File: config.mk
export PLATFORM = sky130hd
export DESIGN_NAME = ddram_pcm_loader_flat
export DESIGN_NICKNAME = d
export VERILOG_FILES = /design/src/rtl/ddram_pcm_loader_pkg.sv /design/src/rtl/ddram_pcm_loader_if.sv /design/src/rtl/ddram_pcm_loader_byte_packer.sv /design/src/rtl/ddram_pcm_loader.sv /design/src/flat_wrapper.sv
export SDC_FILE = /design/constraint.sdc
export NUM_CORES = 1
export LEC_CHECK = 0
export ABC_CLOCK_PERIOD_IN_PS = 6350
export BUFFER_PORTS_ARGS = -buffer_cell sky130_fd_sc_hd__buf_2
export CAP_MARGIN = 20
export CORE_MARGIN = 2
export CORE_UTILIZATION = 60
export DETAILED_ROUTE_END_ITERATION = 8
export MAX_ROUTING_LAYER = met4
export PLACE_DENSITY_LB_ADDON = 0.12
export SETUP_SLACK_MARGIN = 0.02
export SLEW_MARGIN = 10
export SYNTH_ARGS = -nofsm -noshare
export SYNTH_HDL_FRONTEND = slang
export SYNTH_SLANG_ARGS = --single-unit
File: constraint.sdc
create_clock -name clk_sys -period 6.35 [get_ports clk_sys]
set_input_delay 0 -clock clk_sys [delete_from_list [all_inputs] [get_ports clk_sys]]
set_output_delay 0 -clock clk_sys [all_outputs]
set_load 0.05 [all_outputs]
File: src/rtl/ddram_pcm_loader_pkg.sv
// Shared widths, the PCM stream index and the writer state type for the
// DDRAM PCM loader.
package ddram_loader_pkg;

    localparam int DDRAM_AW = 29;
    localparam int IOCTL_AW = 25;
    localparam int LANES    = 8;
    localparam int WORD_AW  = IOCTL_AW - 3;

    localparam logic [7:0] PCM_INDEX = 8'd0;

    typedef enum logic {
        WR_IDLE,
        WR_WRITE
    } wr_state_t;

    // One-hot byte-enable for a lane inside a 64-bit word.
    function automatic logic [LANES-1:0] lane_mask(input logic [2:0] lane);
        return LANES'(1) << lane;
    endfunction

endpackage

File: src/rtl/ddram_pcm_loader_if.sv
// Bundle of the hps_io download bus and the DDRAM write port used by the
// PCM loader. "master" is the loader side, "slave" is the environment side.
interface ddram_pcm_loader_if;
    import ddram_loader_pkg::*;

    logic                  ioctl_download;
    logic                  ioctl_wr;
    logic [IOCTL_AW-1:0]   ioctl_addr;
    logic [7:0]            ioctl_dout;
    logic [7:0]            ioctl_index;
    logic                  ioctl_wait;

    logic                  DDRAM_BUSY;
    logic [DDRAM_AW-1:0]   DDRAM_ADDR;
    logic [LANES*8-1:0]    DDRAM_DIN;
    logic [LANES-1:0]      DDRAM_BE;
    logic                  DDRAM_WE;
    logic [7:0]            DDRAM_BURSTCNT;

    modport master (
        input  ioctl_download, ioctl_wr, ioctl_addr, ioctl_dout, ioctl_index,
        input  DDRAM_BUSY,
        output ioctl_wait,
        output DDRAM_ADDR, DDRAM_DIN, DDRAM_BE, DDRAM_WE, DDRAM_BURSTCNT
    );

    modport slave (
        output ioctl_download, ioctl_wr, ioctl_addr, ioctl_dout, ioctl_index,
        output DDRAM_BUSY,
        input  ioctl_wait,
        input  DDRAM_ADDR, DDRAM_DIN, DDRAM_BE, DDRAM_WE, DDRAM_BURSTCNT
    );

endinterface

File: src/rtl/ddram_pcm_loader_byte_packer.sv
// Byte packer for the PCM loader: gathers accepted bytes into one 64-bit word
// with byte enables and raises a flush strobe when the word must move to the
// hold register (lane 7 written, word changed, or download ended). A word
// that must leave while the hold register cannot take it is kept as a
// pending full pack and leaves as soon as the hold frees up.
module ddram_byte_packer
    import ddram_loader_pkg::*;
(
    input  logic                 clk_sys,
    input  logic                 reset_n,
    input  logic                 byte_valid,
    input  logic [WORD_AW-1:0]   byte_word,
    input  logic [2:0]           byte_lane,
    input  logic [7:0]           byte_data,
    input  logic                 dl_rise,
    input  logic                 dl_fall,
    input  logic                 hold_ready,
    output logic                 flush,
    output logic [WORD_AW-1:0]   flush_word,
    output logic [LANES*8-1:0]   flush_data,
    output logic [LANES-1:0]     flush_be,
    output logic                 pack_valid
);

    logic                 pack_full;
    logic [WORD_AW-1:0]   pack_word;
    logic [LANES*8-1:0]   pack_data;
    logic [LANES-1:0]     pack_be;

    logic                 nxt_valid;
    logic                 nxt_full;
    logic [WORD_AW-1:0]   nxt_word;
    logic [LANES*8-1:0]   nxt_data;
    logic [LANES-1:0]     nxt_be;
    logic [LANES*8-1:0]   merged_data;
    logic [LANES-1:0]     merged_be;
    logic                 cur_valid;

    // Decide what leaves the pack this cycle and what the pack holds next.
    always_comb begin
        cur_valid   = pack_valid && !dl_rise;
        flush       = 1'b0;
        flush_word  = pack_word;
        flush_data  = pack_data;
        flush_be    = pack_be;
        nxt_valid   = cur_valid;
        nxt_full    = pack_full && !dl_rise;
        nxt_word    = pack_word;
        nxt_data    = cur_valid ? pack_data : '0;
        nxt_be      = cur_valid ? pack_be : '0;
        merged_data = '0;
        merged_be   = '0;

        if (nxt_full && hold_ready) begin
            flush     = 1'b1;
            nxt_valid = 1'b0;
            nxt_full  = 1'b0;
            nxt_data  = '0;
            nxt_be    = '0;
        end

        if (byte_valid) begin
            if (nxt_valid && (byte_word != pack_word)) begin
                flush     = 1'b1;
                nxt_valid = 1'b0;
                nxt_full  = 1'b0;
                nxt_data  = '0;
                nxt_be    = '0;
            end
            merged_data = nxt_data;
            merged_data[byte_lane*8 +: 8] = byte_data;
            merged_be   = nxt_be | lane_mask(byte_lane);
            if ((byte_lane == 3'd7) && hold_ready && !flush) begin
                flush      = 1'b1;
                flush_word = byte_word;
                flush_data = merged_data;
                flush_be   = merged_be;
                nxt_valid  = 1'b0;
                nxt_full   = 1'b0;
                nxt_data   = '0;
                nxt_be     = '0;
            end else begin
                nxt_valid = 1'b1;
                nxt_full  = (byte_lane == 3'd7);
                nxt_word  = byte_word;
                nxt_data  = merged_data;
                nxt_be    = merged_be;
            end
        end else if (dl_fall && nxt_valid) begin
            if (hold_ready && !flush) begin
                flush     = 1'b1;
                nxt_valid = 1'b0;
                nxt_full  = 1'b0;
                nxt_data  = '0;
                nxt_be    = '0;
            end else begin
                nxt_full  = 1'b1;
            end
        end
    end

    // Pack register.
    always_ff @(posedge clk_sys or negedge reset_n) begin
        if (!reset_n) begin
            pack_valid <= 1'b0;
            pack_full  <= 1'b0;
            pack_word  <= '0;
            pack_data  <= '0;
            pack_be    <= '0;
        end else begin
            pack_valid <= nxt_valid;
            pack_full  <= nxt_full;
            pack_word  <= nxt_word;
            pack_data  <= nxt_data;
            pack_be    <= nxt_be;
        end
    end

endmodule

File: src/rtl/ddram_pcm_loader.sv
// DDRAM PCM loader: captures the PCM region of the index-0 ROM download,
// packs it into 64-bit words and writes them to DDRAM one beat at a time.
// Optional feature macro: LOADER_CHECKSUM_EN (16-bit byte sum on checksum).
module ddram_pcm_loader
    import ddram_loader_pkg::*;
#(
    parameter logic [IOCTL_AW-1:0] REGION_START = 25'hE8000,
    parameter logic [IOCTL_AW-1:0] REGION_SIZE  = 25'h40000,
    parameter logic [DDRAM_AW-1:0] DDRAM_BASE   = 29'h0600000
) (
    input  logic                clk_sys,
    input  logic                reset_n,
    ddram_pcm_loader_if.master  bus,
    output logic                done,
    output logic [15:0]         checksum
);

    logic                 download_q;
    logic                 dl_rise;
    logic                 dl_fall;
    logic [IOCTL_AW:0]    region_end;
    logic                 in_region;
    logic                 accept;
    logic [IOCTL_AW-1:0]  off;

    logic                 flush;
    logic [WORD_AW-1:0]   flush_word;
    logic [LANES*8-1:0]   flush_data;
    logic [LANES-1:0]     flush_be;
    logic                 pack_valid;

    wr_state_t            state_q;
    wr_state_t            state_d;
    logic                 hold_valid;
    logic                 hold_ready;
    logic [DDRAM_AW-1:0]  hold_addr;
    logic [LANES*8-1:0]   hold_data;
    logic [LANES-1:0]     hold_be;
    logic                 ended;

    assign dl_rise    = bus.ioctl_download && !download_q;
    assign dl_fall    = !bus.ioctl_download && download_q;
    assign region_end = {1'b0, REGION_START} + {1'b0, REGION_SIZE};
    assign in_region  = (bus.ioctl_addr >= REGION_START) &&
                        ({1'b0, bus.ioctl_addr} < region_end);
    assign accept     = bus.ioctl_wr && bus.ioctl_download &&
                        (bus.ioctl_index == PCM_INDEX) && in_region;
    assign off        = bus.ioctl_addr - REGION_START;

    assign hold_valid = (state_q == WR_WRITE);
    assign hold_ready = !hold_valid || !bus.DDRAM_BUSY;

    assign bus.ioctl_wait     = pack_valid && hold_valid;
    assign bus.DDRAM_WE       = hold_valid;
    assign bus.DDRAM_ADDR     = hold_addr;
    assign bus.DDRAM_DIN      = hold_data;
    assign bus.DDRAM_BE       = hold_be;
    assign bus.DDRAM_BURSTCNT = 8'd1;

    ddram_byte_packer u_packer (
        .clk_sys    (clk_sys),
        .reset_n    (reset_n),
        .byte_valid (accept),
        .byte_word  (off[IOCTL_AW-1:3]),
        .byte_lane  (off[2:0]),
        .byte_data  (bus.ioctl_dout),
        .dl_rise    (dl_rise),
        .dl_fall    (dl_fall),
        .hold_ready (hold_ready),
        .flush      (flush),
        .flush_word (flush_word),
        .flush_data (flush_data),
        .flush_be   (flush_be),
        .pack_valid (pack_valid)
    );

    // Delayed download flag for edge detection.
    always_ff @(posedge clk_sys or negedge reset_n) begin
        if (!reset_n) download_q <= 1'b0;
        else          download_q <= bus.ioctl_download;
    end

    // Writer state register.
    always_ff @(posedge clk_sys or negedge reset_n) begin
        if (!reset_n) state_q <= WR_IDLE;
        else          state_q <= state_d;
    end

    // Writer next state: a flush always lands in hold, otherwise retire when not busy.
    always_comb begin
        state_d = state_q;
        case (state_q)
            WR_IDLE:  if (flush) state_d = WR_WRITE;
            WR_WRITE: if (!flush && !bus.DDRAM_BUSY) state_d = WR_IDLE;
            default:  state_d = WR_IDLE;
        endcase
    end

    // Hold register: loaded on flush, kept stable until the next flush.
    always_ff @(posedge clk_sys or negedge reset_n) begin
        if (!reset_n) begin
            hold_addr <= '0;
            hold_data <= '0;
            hold_be   <= '0;
        end else if (flush) begin
            hold_addr <= DDRAM_BASE + DDRAM_AW'(flush_word);
            hold_data <= flush_data;
            hold_be   <= flush_be;
        end
    end

    // Completion: raised once an ended download has fully drained.
    always_ff @(posedge clk_sys or negedge reset_n) begin
        if (!reset_n) begin
            ended <= 1'b0;
            done  <= 1'b0;
        end else if (dl_rise) begin
            ended <= 1'b0;
            done  <= 1'b0;
        end else begin
            if (dl_fall) ended <= 1'b1;
            if (ended && !bus.ioctl_download && !pack_valid && !hold_valid) done <= 1'b1;
        end
    end

`ifdef LOADER_CHECKSUM_EN
    logic [15:0] sum_q;

    // Wrapping byte sum of accepted bytes, restarted by each new download.
    always_ff @(posedge clk_sys or negedge reset_n) begin
        if (!reset_n)     sum_q <= 16'h0;
        else if (dl_rise) sum_q <= accept ? {8'h00, bus.ioctl_dout} : 16'h0;
        else if (accept)  sum_q <= sum_q + {8'h00, bus.ioctl_dout};
    end

    assign checksum = sum_q;
`else
    assign checksum = 16'h0;
`endif

endmodule

File: src/flat_wrapper.sv
// flat-port wrapper written by rule: the top's interface ports become plain ports
module ddram_pcm_loader_flat import ddram_loader_pkg::*;
#(
    parameter logic [IOCTL_AW-1:0] REGION_START = 25'hE8000,
    parameter logic [IOCTL_AW-1:0] REGION_SIZE  = 25'h40000,
    parameter logic [DDRAM_AW-1:0] DDRAM_BASE   = 29'h0600000
)
  (clk_sys, reset_n, done, checksum, bus_ioctl_download, bus_ioctl_wr, bus_ioctl_addr, bus_ioctl_dout, bus_ioctl_index, bus_DDRAM_BUSY, bus_ioctl_wait, bus_DDRAM_ADDR, bus_DDRAM_DIN, bus_DDRAM_BE, bus_DDRAM_WE, bus_DDRAM_BURSTCNT);
  ddram_pcm_loader_if bus_i ();
  input  logic clk_sys;
  input  logic reset_n;
  output logic done;
  output logic [15:0] checksum;
  input wire logic [$bits(bus_i.ioctl_download)-1:0] bus_ioctl_download;
  input wire logic [$bits(bus_i.ioctl_wr)-1:0] bus_ioctl_wr;
  input wire logic [$bits(bus_i.ioctl_addr)-1:0] bus_ioctl_addr;
  input wire logic [$bits(bus_i.ioctl_dout)-1:0] bus_ioctl_dout;
  input wire logic [$bits(bus_i.ioctl_index)-1:0] bus_ioctl_index;
  input wire logic [$bits(bus_i.DDRAM_BUSY)-1:0] bus_DDRAM_BUSY;
  output wire logic [$bits(bus_i.ioctl_wait)-1:0] bus_ioctl_wait;
  output wire logic [$bits(bus_i.DDRAM_ADDR)-1:0] bus_DDRAM_ADDR;
  output wire logic [$bits(bus_i.DDRAM_DIN)-1:0] bus_DDRAM_DIN;
  output wire logic [$bits(bus_i.DDRAM_BE)-1:0] bus_DDRAM_BE;
  output wire logic [$bits(bus_i.DDRAM_WE)-1:0] bus_DDRAM_WE;
  output wire logic [$bits(bus_i.DDRAM_BURSTCNT)-1:0] bus_DDRAM_BURSTCNT;
  assign bus_i.ioctl_download = bus_ioctl_download;
  assign bus_i.ioctl_wr = bus_ioctl_wr;
  assign bus_i.ioctl_addr = bus_ioctl_addr;
  assign bus_i.ioctl_dout = bus_ioctl_dout;
  assign bus_i.ioctl_index = bus_ioctl_index;
  assign bus_i.DDRAM_BUSY = bus_DDRAM_BUSY;
  assign bus_ioctl_wait = bus_i.ioctl_wait;
  assign bus_DDRAM_ADDR = bus_i.DDRAM_ADDR;
  assign bus_DDRAM_DIN = bus_i.DDRAM_DIN;
  assign bus_DDRAM_BE = bus_i.DDRAM_BE;
  assign bus_DDRAM_WE = bus_i.DDRAM_WE;
  assign bus_DDRAM_BURSTCNT = bus_i.DDRAM_BURSTCNT;
  ddram_pcm_loader #(.REGION_START(REGION_START), .REGION_SIZE(REGION_SIZE), .DDRAM_BASE(DDRAM_BASE)) u_core (.clk_sys(clk_sys), .reset_n(reset_n), .bus(bus_i), .done(done), .checksum(checksum));
endmodule
# Yosys cells after proc, flatten, opt, wreduce, memory -nomap -nowiden
# Index checks and enable logic that the tools add are counted.
[totals]
regBits = 201
inputBits = 46
out_inout_bits = 128
wordCells = 105
[classes]
addsub = 3
magnitude_cmp = 2
eq_ne = 2
n_shift = 3
mux = 47
bitwise = 3
n_reduce_logical = 33
[op_table]
columns = ["cell", "count"]
rows = [
  ["two-way mux 64 bit", 10],
  ["two-way mux 8 bit", 10],
  ["bitwise mux 64 bit", 1],
  ["variable shift 8 x 34 -> 64 bit (first input constant)", 1],
  ["variable part select 8 x 34 -> 64 bit", 1],
  ["two-way mux 22 bit", 2],
  ["negator 6 -> 34 bit", 1],
  ["greater-or-equal comparator 25 x 20 -> 1 bit (second input constant)", 1],
  ["less-than comparator 25 x 21 -> 1 bit (second input constant)", 1],
  ["subtractor 25 x 20 -> 25 bit (second input constant)", 1],
  ["adder 23 x 22 -> 24 bit (first input constant)", 1],
  ["two-way mux 1 bit", 23],
  ["!= test 22 bit", 1],
  ["logical AND 1 bit", 19],
  ["zero test 1 bit", 9],
  ["zero test 8 bit", 1],
  ["bitwise OR 8 bit", 1],
  ["left shift 1 x 3 -> 8 bit (first input constant)", 1],
  ["nonzero test 2 bit", 2],
  ["equality test 3 bit (second input constant)", 1],
  ["NOT 1 bit", 2],
  ["case mux 1 bit (2 select lines)", 1],
  ["AND reduction 2 bit", 1],
  ["logical OR 1 bit", 1],
]

# Depth between registers and ports, before layout
# Gate-level depths: netlist of the first run.
[logic_depth]
depth_word = 17
ltp_mapped = 14
ltp_nobuf = 9

# Cells and area by module
# A second synthesis of the first run with hierarchy kept.
[unflattened]
cells_unflattened = 829
area_unflattened_um2 = 9512.9
[by_module_without_submodules]
columns = ["module", "n_inst", "cells_each", "area_per_inst_um2", "seq_area_each_um2"]
rows = [
  ["ddram_byte_packer", 1, 539, 5335.1, 2402.3],
  ["ddram_pcm_loader", 1, 290, 4177.8, 2477.4],
]

# Worst setup path after synthesis of the first run
# OpenSTA, ideal clock, no wires.
[synth_path]
path_kind = "input to register"
start = "input port bus_ioctl_addr[15]"
end = "register u_core.u_packer.pack_data[1]"
setup_ps = 122
arrival_time_ps = 2627
required_ps = 6228
slack_ps = 3602
path_stages = 14
n_path_buf = 5
path_cell_list = "buf_2 -> inv_1 -> ha_1 -> clkbuf_1 -> and4b_1 -> or3_4 -> a211oi_4 -> and2_1 -> buf_4 -> a21oi_2 -> o21a_1 -> buf_2 -> buf_6 -> a32o_1"
[synth_between]
elab_chain_cells = 9
word_cells_on_any_way = 16
cone_classes = "add/sub: 1; order compare: 2; eq/ne: 1; mux: 7; reduce/logical: 5"
[synth_rtl]
columns = ["element", "line", "text"]
rows = [
  ["start: declaration", "flat_wrapper.sv:16", "input wire logic [$bits(bus_i.ioctl_addr)-1:0] bus_ioctl_addr;"],
  ["subtractor 25 x 20 -> 25 bit *", "ddram_pcm_loader.sv:48", "assign off = bus.ioctl_addr - REGION_START;"],
  ["via u_core.off[15]", "ddram_pcm_loader.sv:24", "logic [IOCTL_AW-1:0] off;"],
  ["!= test 22 bit *", "ddram_pcm_loader_byte_packer.sv:63", "if (nxt_valid && (byte_word != pack_word)) begin"],
  ["logical AND 1 bit *", "ddram_pcm_loader_byte_packer.sv:63", ""],
  ["two-way mux 1 bit", "ddram_pcm_loader_byte_packer.sv:63", ""],
  ["two-way mux 1 bit", "ddram_pcm_loader_byte_packer.sv:62", "if (byte_valid) begin"],
  ["zero test 1 bit", "ddram_pcm_loader_byte_packer.sv:73", "if ((byte_lane == 3'd7) && hold_ready && !flush) begin"],
  ["logical AND 1 bit", "ddram_pcm_loader_byte_packer.sv:73", ""],
  ["two-way mux 64 bit *", "ddram_pcm_loader_byte_packer.sv:73", ""],
  ["two-way mux 64 bit *", "ddram_pcm_loader_byte_packer.sv:62", ""],
  ["via u_core.u_packer.nxt_data[1]", "ddram_pcm_loader_byte_packer.sv:33", "logic [LANES*8-1:0] nxt_data;"],
  ["end signal: assignment", "ddram_pcm_loader_byte_packer.sv:114", "pack_data <= nxt_data;"],
  ["end: declaration", "ddram_pcm_loader_byte_packer.sv:27", "logic [LANES*8-1:0] pack_data;"],
]
# Mark *: on every way through the listed nets, which the timed path passes. The rest lies on a longest branch. The select of a mux whose other input is x is not followed.
# A chain may end at the register's enable or synchronous reset.

# Worst setup path in the final report of the first run
[layout_path]
start = "input port bus_ioctl_addr[15]"
end = "register u_core.hold_data[31], in the netlist u_core.bus.DDRAM_DIN[31]"
[layout_between]
elab_chain_cells = 9
word_cells_on_any_way = 18
cone_classes = "add/sub: 1; order compare: 2; eq/ne: 1; mux: 9; reduce/logical: 5"
[layout_rtl]
columns = ["element", "line", "text"]
rows = [
  ["subtractor 25 x 20 -> 25 bit *", "ddram_pcm_loader.sv:48", ""],
  ["via u_core.off[15]", "ddram_pcm_loader.sv:24", ""],
  ["!= test 22 bit *", "ddram_pcm_loader_byte_packer.sv:63", ""],
  ["logical AND 1 bit *", "ddram_pcm_loader_byte_packer.sv:63", ""],
  ["two-way mux 1 bit", "ddram_pcm_loader_byte_packer.sv:63", ""],
  ["two-way mux 1 bit", "ddram_pcm_loader_byte_packer.sv:62", ""],
  ["zero test 1 bit", "ddram_pcm_loader_byte_packer.sv:73", ""],
  ["logical AND 1 bit", "ddram_pcm_loader_byte_packer.sv:73", ""],
  ["two-way mux 64 bit / two-way mux 1 bit (equally long branches)", "ddram_pcm_loader_byte_packer.sv:73", ""],
  ["two-way mux 64 bit / two-way mux 1 bit (equally long branches)", "ddram_pcm_loader_byte_packer.sv:62", ""],
  ["end signal: assignment", "ddram_pcm_loader.sv:107", "hold_data <= flush_data;"],
  ["end: declaration", "ddram_pcm_loader.sv:37", "logic [LANES*8-1:0] hold_data;"],
]
# Marks and branches as above.

==> flow_metrics.tcl, run 1 <==
set metrics [dict create \
    critPathCaptureType "flop" \
    finalClockSkew_ps 7.35 \
    crit_path_start_kind "input port" \
    hp-start "bus_ioctl_addr[23]" \
    fin_crit_ps 4110 \
    yosysWarnings 0 \
    ys_seq_area_share_pct 49.5 \
    cts_buffer_depth 2 \
    worstSetupPathType "input port to flop" \
    max_freq_mhz 243 \
    place.gp.congestion 0.892 \
    cts_buffers 17 \
    cp.arrival_ps 4470 \
    worst-path-buf-inv 5 \
    wl_met2_mm 12.8 \
    yosysUniqueCellTypes 68 \
    synthFlopType "dfrtp_1" \
    r2r_start "u_core.u_packer.pack_word[17]" \
    yosysTopAreaCell "dfrtp_1" \
    rsz0062_at_grt "false" \
    stdcell_area_mm2 0.0114 \
    overflow 0 \
    dieArea_mm2 0.0175 \
    synth_area_mm2 0.00985 \
    vias 8681 \
    grt_pass1_vias 8237 \
    clkTransAtPathRegs_ps 70 \
    path_max_fanout 40 \
    syn_avg_cell_area_um2 9.69 \
    grt_max_degree 115 \
    drv_cap 0 \
    layout-drive-gt1-share_pct 18.7 \
    crit_path_start "bus_ioctl_addr[15]" \
    finalSetupTns_ps 0 \
    crit_chain "dlygate4sd3_1 -> buf_2 -> inv_1 -> ha_1 -> and4b_1 -> or3_4 -> a211oi_4 -> and2_1 -> a211o_1 -> buf_4 -> nand2_2 -> buf_4 -> a31oi_1" \
    ant_nets 0 \
    wl_met3_mm 2.10 \
    critPathMaxStageDelay_ps 590 \
    via_per_inst 6.34 \
    yosysMostFrequentCell "dfrtp_1" \
    area_growth_pct 15.4 \
    powerDensity_mw_per_mm2 216 \
    synth_edf_count 0 \
    slew_headroom_pct 29.7 \
    worstMarginPinSlew_ps 1050 \
    start_util_pct 61.8 \
    worst_path_most_repeated_cell "buf_4" \
    core_mm2 0.0159 \
    m1WireLength_mm 11.8 \
    hpwl_mm 17.7 \
    post_cts_buffers 0 \
    die_h_um 132 \
    placed_area_mm2 0.0105 \
    finalMaxSlewViolations 0 \
    grt_usage_pct 32.5 \
    holdWs_ps 8.69 \
    finalHoldViolCount 0 \
    first_pass_iters 5 \
    async_reset_ff_share_pct 100 \
    die_width_um 132 \
    clk_latency_ps 440 \
    drt_iter0_drc 896 \
    critical_path.slowest_cell "nand2_2" \
    top_layer "met4" \
    totalWireLength_mm 27.3 \
    synth.area.top_cells "dfrtp_1 50%, nand2_1 6.2%, nor3_1 3.4%" \
    hold_path_class "input port to flop" \
    required_ps 6700 \
    grt_pass1_wl_mm 43.8 \
    cts_num_sinks 195 \
    syn_inst 1017 \
    path_delay_family "simple AND/OR/NAND/NOR gates" \
    ys_ff_latch 195 \
    synth_commonest_cells "195 x dfrtp_1, 163 x nand2_1, 66 x nor3_1" \
    fin_ws_ps 2240 \
    p_leak_uw 0.00525 \
    clock-root-buffer "clkbuf_16" \
    cts.repair.resized 0 \
    n_antenna_cell 0 \
    pin_count 174 \
    synth_top_area_share_pct 49.5 \
    utilization_pct 71.3 \
    antenna_found_initial 0 \
    pre_cts_ws_ps 2380 \
    wire_per_inst_um 19.9 \
    drc_errors 0 \
    vdd_drop_max_uv 184 \
    status "finished, final reports clean" \
    cts_tree "yes" \
    finalSetupViolCount 0 \
    std_cell_rows 46 \
    io_buffers 144 \
    final_nets 1200 \
    cts.htree.levels 4 \
    period_share_pct 64.8 \
]
[layout make-up]
cell class	instances	area, µm²
clock buffer	22	484
clock inverter	7	52.6
fill	1262	4570
inverter	20	75.1
multi-input combinational	724	4470
sequential	195	4880
tap	216	270
timing repair buffer	186	1150
[report_power, final]
group	leakage (µW)	internal, µW	switching, µW	total (µW)
combinational	0.00228	52.8	154	207
clock	0.000253	537	465	1000
sequential	0.00272	1250	2.25	1250
[flip-flops by register name (all words and copies together) (netlist names)]
signal	cells
u_core.bus.DDRAM_DIN	64
u_core.u_packer.pack_data	64
u_core.bus.DDRAM_ADDR	23
u_core.u_packer.pack_word	22
u_core.bus.DDRAM_BE	8
u_core.u_packer.pack_be	8
u_core.bus.DDRAM_WE	1
u_core.done	1
u_core.download_q	1
u_core.ended	1
u_core.u_packer.pack_full	1
u_core.u_packer.pack_valid	1
[cells by family (layout without fill, tap and decap cells)]
logic type	count (synthesis)	count (layout)	share of synthesized area, %
flops	195	195	49.5
other cells	2	29	0.0762
buf+inv	125	235	6.58
xor+xnor	27	27	2.54
simple gates	394	394	18.4
mux	8	8	0.914
compound gates	256	256	20.7
fa+ha+maj	10	10	1.27
[worst register-to-register path: stages, from the launching register on]
cell and delay [ps]:
dfrtp_1 480, nor3b_1 310, a22oi_1 110, a211oi_1 430
o2111a_1 540, a211o_1 190, buf_4 330, nand2_2 590
buf_4 520, a31oi_1 210
[path summary, 6_finish.rpt]
path / endpoint / slack (ps) / depth (start not counted)
max in group asynchronous: u_core.u_packer.pack_be[1] / 4750 / 4
worst min-delay path: u_core.u_packer.pack_word[16] / 9 / 3
min in group asynchronous: u_core.bus.DDRAM_DIN[0] / 280 / 2
worst min register to register: u_core.ended / 480 / 2
worst max-delay path: u_core.bus.DDRAM_DIN[31] / 2240 / 13
worst max register to register: u_core.bus.DDRAM_DIN[31] / 2550 / 9
[metal layers]
| layer | GRT usage, % | up-vias |
|---|---|---|
| met4 | 10.6 | 0 |
| met3 | 4.42 | 40 |
| li1 | - | 3919 |
| met5 | - | - |
| met1 | 45.3 | 4302 |
| met2 | 49.7 | 420 |
[layout by cell type, fill, tap and decap left out, types with 6 or more instances in the layout]
cell type	count
dfrtp_1	195
nand2_1	162
buf_2	143
nor3_1	66
nand3_1	64
nor2_1	48
a31oi_1	47
o2bb2ai_1	31
a32o_1	30
conb_1	29
dlygate4sd3_1	25
a22o_1	21
inv_1	20
xnor2_1	20
clkbuf_16	17
o21ai_1	16
a2bb2oi_1	16
buf_4	14
a32oi_1	13
o22ai_1	11
a21oi_1	10
ha_1	10
nand2b_1	9
mux2_1	8
o21ai_0	7
o21ai_2	7
nor4_1	6
xor2_1	6
nand4_1	6
nor4b_1	6
[repair_timing]
action                     4_1_cts  5_1_grt
hold endpoints to repair       164        0
setup endpoints to repair        0        0
hold buffers                    25        0
[metrics by stage]
step,instances,power [µW]
floorplan,1044,1400
global placement,1313,1460
detailed placement,1313,1460
CTS,1367,2460
global route,1370,2520
finish,1370,2460
No activity file was read; power rests on OpenSTA's default activity.
==> run 2: changes to the inputs <==
Settings changed: ABC_AREA set to 1, ABC_CLOCK_PERIOD_IN_PS 6350 to 3600, CORE_UTILIZATION 60 to 52.
Clock period 6.35 ns to 3.6 ns, I/O delays scaled along.
==> run 2 against run 1 <==
Compared with the run above: flip-flop and latch count unchanged; hold slack improved by 20 ps; synthesized area increased by 13%; worst setup slack got worse by 1700 ps; die area increased by 30%; clock power increased by 83%; critical path type unchanged; critical endpoint is now u_core.bus.DDRAM_DIN[63]; largest power group unchanged.
==> flow_metrics.tcl, run 2 <==
set metrics [dict create \
    required_ps 3970 \
    core_mm2 0.0210 \
    p_sw_share_pct 33.3 \
    finalPower_uw 5070 \
    post_cts_buffers 0 \
    path_max_fanout 40 \
    finalMaxSlewViolations 0 \
    fillers 1980 \
    ant_nets 0 \
    die_h_um 150 \
    ys_ff_latch 195 \
    syn_inst 1601 \
    synth_commonest_cells "563 x nand2_1, 195 x dfrtp_1, 193 x nor2_1" \
    synthFlopType "dfrtp_1" \
    clkTransAtPathRegs_ps 70 \
    hp-start "bus_ioctl_addr[21]" \
    worstSetupPathType "input port to flop" \
    cp.arrival_ps 3460 \
    yosysTopAreaCell "dfrtp_1" \
    vdd_drop_max_uv 321 \
    r2r_start "u_core.download_q" \
    drv_cap 0 \
    rsz0062_at_grt "false" \
    period_share_pct 85.9 \
    ys_seq_area_share_pct 43.7 \
    hpwl_mm 20.0 \
    status "finished, final reports clean" \
    area_growth_pct 13.7 \
    holdBufCountCts 20 \
    first_pass_iters 6 \
    io_buffers 144 \
    crit_path_start_kind "input port" \
    pwr-share-comb_pct 17.8 \
    clock-root-buffer "clkbuf_16" \
    stdcell_count 2018 \
    std_cell_rows 53 \
    yosysUniqueCellTypes 35 \
    placedCellCount 1965 \
    power.switching_uw 1690 \
    start_util_pct 53.1 \
    synth.area.top_cells "dfrtp_1 44%, nand2_1 19%, nor2_1 6.5%" \
    via_per_inst 5.32 \
    p_clk_share_pct 36.2 \
    r2r_end "u_core.bus.DDRAM_DIN[63]" \
    synth_top_area_share_pct 43.7 \
    fin_ws_ps 509 \
    hold_path_class "input port to flop" \
    syn_avg_cell_area_um2 6.97 \
    finalHoldViolCount 0 \
    cts_num_sinks 195 \
    dieArea_mm2 0.0226 \
    antenna_found_initial 1 \
    cts.htree.levels 4 \
    async_reset_ff_share_pct 100 \
    cts_buffers 17 \
    final_cell_mix "562 x nand2_1, 195 x dfrtp_1, 193 x nor2_1" \
    reg2reg_depth 15 \
    crit_path_start "bus_ioctl_addr[15]" \
    powerDensity_mw_per_mm2 400 \
    finalClockSkew_ps 18.1 \
    final_nets 1785 \
    worstMarginPinSlew_ps 1060 \
    vias 10745 \
    layout-drive-gt1-share_pct 12.4 \
    clk_latency_ps 440 \
    grt_pass1_wl_mm 50.8 \
    yosysMostFrequentCell "nand2_1" \
    die_width_um 150 \
    yosysWarnings 0 \
    finalSetupViolCount 0 \
    power.internal_uw 3380 \
    synth_area_mm2 0.0112 \
    pre_cts_ws_ps 627 \
    finalSetupTns_ps 0 \
    cts_tree "yes" \
    wire_per_inst_um 15.6 \
    cts_buffer_depth 2 \
    grt_usage_pct 29.2 \
    grt_pass1_vias 10057 \
    overflow 0 \
    cts.repair.resized 0 \
    min_to "u_core.u_packer.pack_word[20]" \
    p_seq_share_pct 46.0 \
    grt_max_degree 111 \
    reg2reg_slack_ps 540 \
    critPathCaptureType "flop" \
    totalWireLength_mm 31.4 \
    place.gp.congestion 0.920 \
    min_path_cells 5 \
    max_freq_mhz 323 \
    layout_commonest_cell "nand2_1" \
    pin_count 174 \
    drc_errors 0 \
    synth_edf_count 0 \
    drt_iter0_drc 1129 \
    slew_headroom_pct 29.4 \
    p_leak_uw 0.00703 \
    fin_crit_ps 3090 \
]
## run 2: cell count changes after synthesis, moves of 16 or more
cell       change
nand2_1      +400
inv_1        +166
nor2_1       +145
nand3_1       +71
o22ai_1       +60
nand4_1       +57
nor3_1        -57
a31oi_1       -46
o2bb2ai_1     -31
a32o_1        -30
o21ai_0       +24
a22o_1        -21
xnor2_1       -20
a2bb2oi_1     -16
## run 2: cell families after synthesis
logic type / after synthesis / share of synthesized area (%)
flops: 195 / 43.7
fa+ha+maj: 10 / 1.12
other cells: 2 / 0.0673
compound gates: 111 / 5.88
buf+inv: 299 / 12.2
xor+xnor: 2 / 0.404
simple gates: 982 / 36.7
## run 2: critical path, cell delays in order
cell and delay (ps):
dlygate4sd3_1 520, buf_2 160, inv_2 60, ha_1 200, inv_1 130, nand2_1 100, nand2_1 100, nand2_1 90
nand2_1 100, inv_2 30, nand4_1 130, nor3_4 50, nand3_1 70, nand2_1 110, nand3_1 130, nand2_4 60
inv_2 610, buf_4 470, nand3_1 210, nand2_1 90
## run 2: power groups by stage
| stage | Clock [µW] | Sequential [µW] | Combinational [µW] |
|---|---|---|---|
| 2_1_floorplan | 0 | 2700 | 321 |
| 3_3_place_gp | 0 | 2380 | 876 |
| 3_5_place_dp | 0 | 2380 | 883 |
| 4_1_cts | 1860 | 2340 | 903 |
| 5_1_grt | 1940 | 2350 | 971 |
| 6_report | 1830 | 2330 | 901 |
## run 2: layer usage
layer	global-route usage, %	vias to the layer above	part of all wire, %	routed length, µm
li1	-	5261	-	-
met1	40.6	5017	45	14200
met2	43.8	428	45	14200
met3	5.03	39	8.3	2610
met4	8.63	0	1.5	456
met5	-	-	0	0
## run 2: final cells by class
| cell class | instances | area [µm²] | share of cell area [%] |
|---|---|---|---|
| Antenna cell | 1 | 2.50 | 0.0197 |
| Inverter | 196 | 738 | 5.82 |
| Clock buffer | 17 | 425 | 3.35 |
| Multi-Input combinational cell | 1134 | 5030 | 39.7 |
| Clock inverter | 15 | 128 | 1.01 |
| Tap cell | 275 | 344 | 2.71 |
| Timing Repair Buffer | 185 | 1140 | 8.96 |
| Sequential cell | 195 | 4880 | 38.5 |
## run 2: worst max path at each step
stage / end / slack (ps) / cells after the start
finish: u_core.bus.DDRAM_DIN[63] / 510 / 20
global route: u_core.bus.DDRAM_DIN[63] / 240 / 20
CTS: u_core.bus.DDRAM_DIN[63] / 580 / 20
detailed placement: u_core.bus.DDRAM_DIN[63] / 630 / 15
global placement: u_core.bus.DDRAM_DIN[63] / 660 / 15
floorplan: u_core.bus.DDRAM_DIN[16] / 1350 / 14
## run 2: per-stage QoR
stage | util, % | area (µm²) | hold slack (ps)
final | 60.4 | 12700 | 28.3
after global routing | 60.4 | 12700 | 46.5
after CTS | 60.3 | 12700 | 15.5
after detailed placement | 56.8 | 11900 | 200
after global placement | 56.8 | 11900 | 202
after floorplan | - | 11300 | -296
